File: config.mk
export PLATFORM = sky130hd
export DESIGN_NAME = flag_ctrl
export DESIGN_NICKNAME = d
export VERILOG_FILES = /design/src/rtl/flag_ctrl.sv
export SDC_FILE = /design/constraint.sdc
export NUM_CORES = 1
export LEC_CHECK = 0
export CAP_MARGIN = 15
export CORE_ASPECT_RATIO = 1.5
export CORE_MARGIN = 10
export CORE_UTILIZATION = 42
export CTS_BUF_LIST = sky130_fd_sc_hd__clkbuf_2 sky130_fd_sc_hd__clkbuf_4 sky130_fd_sc_hd__clkbuf_8
export CTS_CLUSTER_SIZE = 16
export DETAILED_ROUTE_END_ITERATION = 6
export PLACE_DENSITY = 0.82
export SYNTH_ARGS = -nofsm -noshare
export SYNTH_HDL_FRONTEND = slang
export SYNTH_SLANG_ARGS = --single-unit
File: constraint.sdc
create_clock -name clk -period 2.75 [get_ports clk]
set_clock_uncertainty 0.1 [all_clocks]
set_input_delay 0.55 -clock clk [delete_from_list [all_inputs] [get_ports clk]]
set_output_delay 0.55 -clock clk [all_outputs]
set_load 0.01 [all_outputs]
File: src/rtl/flag_ctrl.sv
// flag_ctrl: flag-register write control, branch condition evaluation and
// flag-hazard stalling for the five-stage pipeline.
//
// Handshake: br_stall is a level, not a valid/ready pair. While it is high the
// ID instruction is held and a bubble enters EX; the branch is resolved in the
// first cycle it drops with the branch still present and not flushed, and the
// registered br_valid pulse (with br_taken/br_reg) follows one cycle later.
module flag_ctrl #(
  parameter bit FWD_EN = 1'b0
) (
  input  logic        clk,
  input  logic        rst,
  input  logic        ex_valid,
  input  logic        ex_stall,
  input  logic [3:0]  ex_op,
  input  logic        alu_z,
  input  logic        alu_v,
  input  logic        alu_n,
  output logic [2:0]  flag_d,
  output logic [2:0]  flag_e,
  input  logic [2:0]  flag_q,
  input  logic        id_valid,
  input  logic [3:0]  id_op,
  input  logic [2:0]  id_cond,
  input  logic        flush,
  output logic        br_stall,
  output logic        br_valid,
  output logic        br_taken,
  output logic        br_reg,
  output logic        halted,
  output logic [15:0] stall_cnt,
  output logic        dbg_state
);

  typedef enum logic {
    ST_RUN  = 1'b0,
    ST_HOLD = 1'b1
  } state_t;

  state_t      r_state;
  state_t      w_state_nxt;
  logic        r_halted;
  logic        r_br_valid;
  logic        r_br_taken;
  logic        r_br_reg;
  logic [15:0] r_stall_cnt;

  logic [2:0]  w_mask;
  logic        w_ex_fire;
  logic        w_id_branch;
  logic [2:0]  w_flags;
  logic        w_cond;
  logic        w_hazard;
  logic        w_resolve;
  logic        w_hlt_retire;

  // Which of {Z,V,N} the EX opcode writes.
  always_comb begin
    w_mask = 3'b000;
    case (ex_op)
      4'b0000, 4'b0001:                   w_mask = 3'b111;  // ADD, SUB
      4'b0010, 4'b0100, 4'b0101, 4'b0110: w_mask = 3'b100;  // XOR, SLL, SRA, ROR
      default:                            w_mask = 3'b000;
    endcase
  end

  assign w_ex_fire    = ex_valid & ~ex_stall & ~r_halted;
  assign flag_d       = {alu_z, alu_v, alu_n};
  assign flag_e       = {3{w_ex_fire}} & w_mask;
  assign w_hlt_retire = ex_valid & ~ex_stall & (ex_op == 4'b1111);

  assign w_id_branch  = id_valid & ((id_op == 4'b1100) | (id_op == 4'b1101)) & ~r_halted;

  // Flags seen by the branch: either the register, or the register with the
  // bits EX is writing this cycle bypassed in.
  always_comb begin
    w_flags = flag_q;
    if (FWD_EN) begin
      w_flags = (flag_e & flag_d) | (~flag_e & flag_q);
    end
  end

  // Branch condition on {Z,V,N}.
  always_comb begin
    w_cond = 1'b0;
    case (id_cond)
      3'b000:  w_cond = ~w_flags[2];
      3'b001:  w_cond = w_flags[2];
      3'b010:  w_cond = ~w_flags[2] & ~w_flags[0];
      3'b011:  w_cond = w_flags[0];
      3'b100:  w_cond = w_flags[2] | (~w_flags[2] & ~w_flags[0]);
      3'b101:  w_cond = w_flags[0] | w_flags[2];
      3'b110:  w_cond = w_flags[1];
      default: w_cond = 1'b1;
    endcase
  end

  // Without forwarding, any flag writer in EX (stalled or not) blocks the branch.
  assign w_hazard  = ~FWD_EN & w_id_branch & ex_valid & (|w_mask) & ~flush;
  assign br_stall  = w_hazard;
  assign w_resolve = w_id_branch & ~w_hazard & ~flush;

  // Next-state: HOLD while the hazard persists, flush always returns to RUN.
  always_comb begin
    w_state_nxt = r_state;
    case (r_state)
      ST_RUN:  w_state_nxt = w_hazard ? ST_HOLD : ST_RUN;
      ST_HOLD: w_state_nxt = w_hazard ? ST_HOLD : ST_RUN;
      default: w_state_nxt = ST_RUN;
    endcase
    if (flush) begin
      w_state_nxt = ST_RUN;
    end
  end

  // FSM state register.
  always_ff @(posedge clk or posedge rst) begin
    if (rst) begin
      r_state <= ST_RUN;
    end else begin
      r_state <= w_state_nxt;
    end
  end

  // One-cycle branch resolution pulse; taken/reg are zero outside the pulse.
  always_ff @(posedge clk or posedge rst) begin
    if (rst) begin
      r_br_valid <= 1'b0;
      r_br_taken <= 1'b0;
      r_br_reg   <= 1'b0;
    end else begin
      r_br_valid <= w_resolve;
      r_br_taken <= w_resolve & w_cond;
      r_br_reg   <= w_resolve & (id_op == 4'b1101);
    end
  end

  // Sticky halt once HLT leaves EX; only reset clears it.
  always_ff @(posedge clk or posedge rst) begin
    if (rst) begin
      r_halted <= 1'b0;
    end else if (w_hlt_retire) begin
      r_halted <= 1'b1;
    end
  end

  // Saturating count of stall cycles.
  always_ff @(posedge clk or posedge rst) begin
    if (rst) begin
      r_stall_cnt <= 16'd0;
    end else if (br_stall && (r_stall_cnt != 16'hFFFF)) begin
      r_stall_cnt <= r_stall_cnt + 16'd1;
    end
  end

  assign br_valid  = r_br_valid;
  assign br_taken  = r_br_taken;
  assign br_reg    = r_br_reg;
  assign halted    = r_halted;
  assign stall_cnt = r_stall_cnt;
  assign dbg_state = r_state;

endmodule

==> run summary, run 1 <==
CP Data Required Time: 2100 ps
Number of setup violations in the final report: 0
Worst-case vdd ir drop: 0.000283 V
Cell area after technology mapping: 1080 sq um
Final design area excluding fillers: 1580 sq um
IO Port Bufs: 44
Routed length per placed instance: 15.5 um
Count of final max-slew check failures: 0
Synthesized net count: 129
Highest routing layer actually used: met4
Setup repair after global routing missed its margin: no
Startpoint types: input port
Diode insertion count for antenna repair: 0
Netlist cell types: 27
Starting DRT DRC Count: 4
Die height: 82.1 um
Clock slew at reported path FFs: 110 ps
CTS Buffer Depth: 2
Flip-flop count of the largest register, all copies and words added: 16
Total track usage: 0.121
Length of routed wiring on met1: 1010 um
Period utilization: 0.952
P&R area growth vs syn: 46.5%
HPWL after DPL: 2310 um
Clk_lat worst skew: 320 ps
Final Critical Period: 2620 ps
Post-synthesis area per instance: 10.3 sq um
Met2 WL: 1450 um
Drt total wl: 2780 um
Chip width: 61.4 um
Hold buffer count at cts: 0
Top-area cell type share of the netlist area: 0.486
Floorplan die area: 5050 sq um
Antenna violation net count after detailed routing: 0
Num ports: 51
FMAX: 382 MHz
Global-route wire length before repair: 4600 um
Final weighted congestion in routability-driven placement: 0.735
Total Power Consumption: 0.578 mW
Cells after Synth: 105
Ratio of cells with drive above 1 in the final layout: 0.129
Post-CTS setup-driven buffer insertion count: 0
Number of detailed-routing iterations run before antenna repair: 4
Num CTS Buffers: 3
Setup CP Type: input port to primary output
Cell accounting for the most synthesized area: sky130_fd_sc_hd__dfrtp_1
Data arrival time of the critical path: 1970 ps
Worst setup EP type: primary output
Sinks on Clock Net: 21
Setup TNS: 0 ps
Worst Tran Pin Value: 787 ps
Initial antenna violation count: 0
Maxcap violations: 0
Maximum number of pins on one net before global-route repair: 22
Final net count: 180
Share of synthesized area occupied by flip-flops and latches: 0.486
Sequential cell area: 526 sq um
Clock tree from TritonCTS: done
Row Count: 22
Starting density of the core: 0.441
Post-DP Area: 1560 sq um
DR WL met3: 239 um
Min-Delay Path Class: register to register
Clock H-tree levels: 1
Hold violation total from the final report: 0
Via count of the first global-routing pass: 1047
Root Driver: sky130_fd_sc_hd__clkbuf_4
Normalized max-slew margin: 0.475
Leakage: 0.714 nW
Total power per unit cell area: 365 nW/um^2
Largest cells by area after synthesis: sky130_fd_sc_hd__dfrtp_1 (49%), sky130_fd_sc_hd__xor2_1 (8.1%), sky130_fd_sc_hd__nor2_1 (4.5%)
Multi-input combinational cell area: 495 sq um
Mean number of vias per cell: 5.31
Leftover overflow at the end of global routing: 0
Result of the run: completed
Syn. warnings: 0
Top fanout value on the critical path: 2
Number of vias after detailed routing: 950
Post-synthesis register bit count: 21
DRC violation count after routing: 0
Number of fillers in the final layout: 196
Core footprint: 2450 sq um
## path summary, 6_finish.rpt
kind	start	endpoint	slack [ps]	depth (start not counted)
worst min register to register	stall_cnt[11]$_DFFE_PP0P_	stall_cnt[11]$_DFFE_PP0P_	410	1
min in group asynchronous	rst	halted$_DFFE_PP0P_	570	2
worst max register to register	stall_cnt[8]$_DFFE_PP0P_	stall_cnt[1]$_DFFE_PP0P_	450	5
worst min-delay path	stall_cnt[11]$_DFFE_PP0P_	stall_cnt[11]$_DFFE_PP0P_	410	1
max in group asynchronous	rst	stall_cnt[11]$_DFFE_PP0P_	1480	2
worst max-delay path	flush	br_stall	130	4
## power breakdown
group	leakage [nW]	total, mW	internal (mW)	switching (mW)
Clock	0.0184	0.162	0.0667	0.0953
Sequential	0.279	0.326	0.317	0.00901
Combinational	0.416	0.0901	0.0553	0.0348
Total	0.714	0.578	0.439	0.139
## synthesized netlist by cell type, drive strengths merged
library cell and instances:
nand3 7, o311a 1, nor4 1, nand2 7, a211oi 1, or3 1, xor2 10, dfrtp 21
buf 5, o21bai 1, mux2 1, a21oi 1, xnor2 5, or4 1, nor2 13, o21ai 2
and2 3, nand2b 2, nand4 3, ha 1, o2111ai 1, inv 5, or4b 1, nor3 10
o31ai 1
## timing repair
item / in CTS / in global routing
setup endpoints to repair: 4 / 1
hold endpoints to repair: 0 / 0
gates resized for setup: 5 / 1
cloned: 0 / 0
## layout make-up
class                   count  share of cell area
flip-flops and latches     21               0.332
multi-input cells          74               0.313
repair buffers             51               0.306
clock buffers               4              0.0190
well taps                  24              0.0190
inverters                   5              0.0118
## layer usage
layer | global-route usage | vias up
met1 | 0.115 | 441
met5 | 0 | -
met3 | 0.0427 | 13
li1 | - | 457
met4 | 0.0673 | 0
met2 | 0.219 | 39
## placed cells by master (no fill, tap or decap), drive strengths merged, types with 2 or more instances in the layout
cell,Yosys,final
nor3,10,10
and2,3,3
dlygate4sd2,0,3
nand2b,2,2
clkbuf,0,5
inv,5,5
nand2,7,7
nor2,13,13
clkdlybuf4s50,0,40
nand4,3,3
buf,5,7
o21ai,2,2
dfrtp,21,21
xnor2,5,5
nand3,7,7
xor2,10,10
## cell families (layout without fill, tap and decap cells)
family | Yosys count | in the layout | share of synthesized area
and+or+nand+nor | 49 | 49 | 0.258
DFF | 21 | 21 | 0.486
xor gates and xnor gates | 15 | 15 | 0.122
buffers and inverters | 10 | 60 | 0.0556
AOI/OAI and AO/OA | 8 | 8 | 0.0567
adders and majority gates | 1 | 1 | 0.0116
muxes | 1 | 1 | 0.0104
## critical path, cell delays in order
cell                              delay (ps)
sky130_fd_sc_hd__clkdlybuf4s50_1         400
sky130_fd_sc_hd__or4b_4                  540
sky130_fd_sc_hd__nor4_4                  290
sky130_fd_sc_hd__clkbuf_2                190
## stage by stage
stage	worst slack [ps]	hold WS [ps]	util	std cells
finish	132	407	0.647	179
global route	71.5	429	0.647	179
CTS	10.8	408	0.649	179
detailed placement	-291	380	0.638	175
global placement	-244	384	0.638	175
floorplan	461	421	-	105
(Power assumes the default switching activity.)
==> run 2, diff against run 1 <==
CORE_UTILIZATION = 40   (was 42)
CTS_BUF_LIST = not set   (was sky130_fd_sc_hd__clkbuf_2 sky130_fd_sc_hd__clkbuf_4 sky130_fd_sc_hd__clkbuf_8)
PLACE_DENSITY = 0.79   (was 0.82)
==> run 2 against run 1 <==
Compared with the run above:
- non-clock buffer count unchanged
- fmax grew 1.4%
- global-route usage is 1.3 points lower
- routed wire length decreased by 1.2%
- highest routed layer unchanged
- count of clock-buffer cells in the layout is the same
- core utilization fell by 3.3 points
- via count decreased by 0.21%
==> run summary, run 2 (synthesized netlist as in run 1, its figures left out) <==
Result of the run: completed
Final weighted congestion in routability-driven placement: 0.765
Die height: 83.7 um
Clock H-tree levels: 1
Num ports: 51
Ratio of cells with drive above 1 in the final layout: 0.129
Part of the power in the clock network: 0.327
Core footprint: 2650 sq um
Final net count: 180
Top fanout value on the critical path: 2
Maximum number of pins on one net before global-route repair: 22
Antenna violation net count after detailed routing: 0
Total track usage: 0.109
Post-DP Area: 1580 sq um
FMAX: 387 MHz
Maxcap violations: 0
Setup repair after global routing missed its margin: no
Min-Delay Path Class: register to register
Data arrival time of the critical path: 1930 ps
Final core utilization: 0.613
Routed length per placed instance: 14.3 um
Drt total wl: 2740 um
Startpoint types: input port
CP Data Required Time: 2100 ps
Number of setup violations in the final report: 0
Switching power as a share of total power: 0.228
Flip-flop count of the largest register, all copies and words added: 16
Count of final max-slew check failures: 0
P&R area growth vs syn: 50.2%
Number of vias after detailed routing: 948
Clk_lat worst skew: 260 ps
Portion of total power attributed to sequential cells: 0.533
Period utilization: 0.939
Setup CP Type: input port to primary output
Leakage: 0.733 nW
HPWL after DPL: 2320 um
Starting DRT DRC Count: 12
Normalized max-slew margin: 0.476
Global-route wire length before repair: 4780 um
Num CTS Buffers: 3
Initial antenna violation count: 0
Clock slew at reported path FFs: 70 ps
Hold violation total from the final report: 0
Mean number of vias per cell: 4.94
Starting density of the core: 0.408
Highest cell delay on the worst timing path: 530 ps
CTS Buffer Depth: 2
Chip width: 62.4 um
Setup slack of the critical path after layout: 169 ps
Final Critical Period: 2580 ps
Commonest non-fill, non-tap cells in the layout: sky130_fd_sc_hd__clkdlybuf4s50_1 (40), sky130_fd_sc_hd__dfrtp_1 (21), sky130_fd_sc_hd__nor2_1 (13)
Row Count: 23
CP max stage cell: sky130_fd_sc_hd__or4b_4
Most frequent standard cell in the layout excluding fill and tap cells: sky130_fd_sc_hd__clkdlybuf4s50_1
Worst setup EP type: primary output
Root Driver: sky130_fd_sc_hd__clkbuf_8
Worst Tran Pin Value: 786 ps
Cell Count Post-Placement: 188
Portion of total power attributed to combinational logic: 0.140
Clock tree from TritonCTS: done
Setup slack at placement: -243 ps
Sinks on Clock Net: 21
Leftover overflow at the end of global routing: 0
DRC violation count after routing: 0
Floorplan die area: 5220 sq um
Number of detailed-routing iterations run before antenna repair: 4
Diode insertion count for antenna repair: 0
Worst-case vdd ir drop: 0.000322 V
Internal power: 0.473 mW
Final design area excluding fillers: 1620 sq um
Total power per unit cell area: 377 nW/um^2
Ordered list of cells on the worst path: clkdlybuf4s50_1, or4b_4, nor4_4, clkbuf_2
Switching power total: 0.140 mW
Via count of the first global-routing pass: 1056
Final cell count without fillers: 192
IO Port Bufs: 44
## run 2: changes by cell type in the layout (fill, tap and decap cells not counted), sizes merged
cell          change
dlymetal6s2s      +1
dlygate4sd2       -1
## run 2: metal layers
layer | part of all wire | track usage | vias to the layer above
met1 | 0.34 | 0.0980 | 451
met3 | 0.14 | 0.0793 | 4
met2 | 0.51 | 0.185 | 40
met5 | 0 | 0 | -
li1 | - | - | 453
met4 | 0.0084 | 0.0367 | 0
## run 2: final cells by class
cell class	count	area (sq um)
Inverter	5	18.8
Clock buffer	4	45.0
Multi-Input combinational cell	74	500
Tap cell	37	46.3
Fill cell	246	1020
Sequential cell	21	526
Timing Repair Buffer	51	488
## run 2: repair_timing
item                       CTS  global route
pin swaps                    0             0
hold buffers                 0             0
setup endpoints to repair    3             3
gates resized for setup      3             4
buffers inserted             0             0
## run 2: power groups by stage
stage	sequential, mW	combinational (mW)	clock, mW
floorplan	0.334	0.0299	0
global placement	0.332	0.0837	0
detailed placement	0.332	0.0871	0
CTS	0.327	0.0871	0.203
global route	0.328	0.0929	0.219
finish	0.326	0.0857	0.200
## run 2: worst max-delay path, delay by kind of cell
family / cells / cell delay [ps]
and+or+nand+nor: 2 / 800
buffers and inverters: 2 / 580
## run 2: final timing paths
check,cells past startpoint,to,from,slack (ps)
worst max-delay path,4,br_stall,flush,170
worst min-delay path,1,stall_cnt[11]$_DFFE_PP0P_,stall_cnt[11]$_DFFE_PP0P_,390
worst max register to register,5,stall_cnt[1]$_DFFE_PP0P_,stall_cnt[8]$_DFFE_PP0P_,410
worst min register to register,1,stall_cnt[11]$_DFFE_PP0P_,stall_cnt[11]$_DFFE_PP0P_,390
max in group asynchronous,2,stall_cnt[2]$_DFFE_PP0P_,rst,1420
min in group asynchronous,2,halted$_DFFE_PP0P_,rst,640
## run 2: stage by stage
stage,hold slack [ps],power [mW],TNS (ps)
after detailed placement,382,0.420,-508
after CTS,395,0.616,0
after global routing,435,0.640,0
final,393,0.612,0
after global placement,380,0.416,-450
after floorplan,421,0.364,0
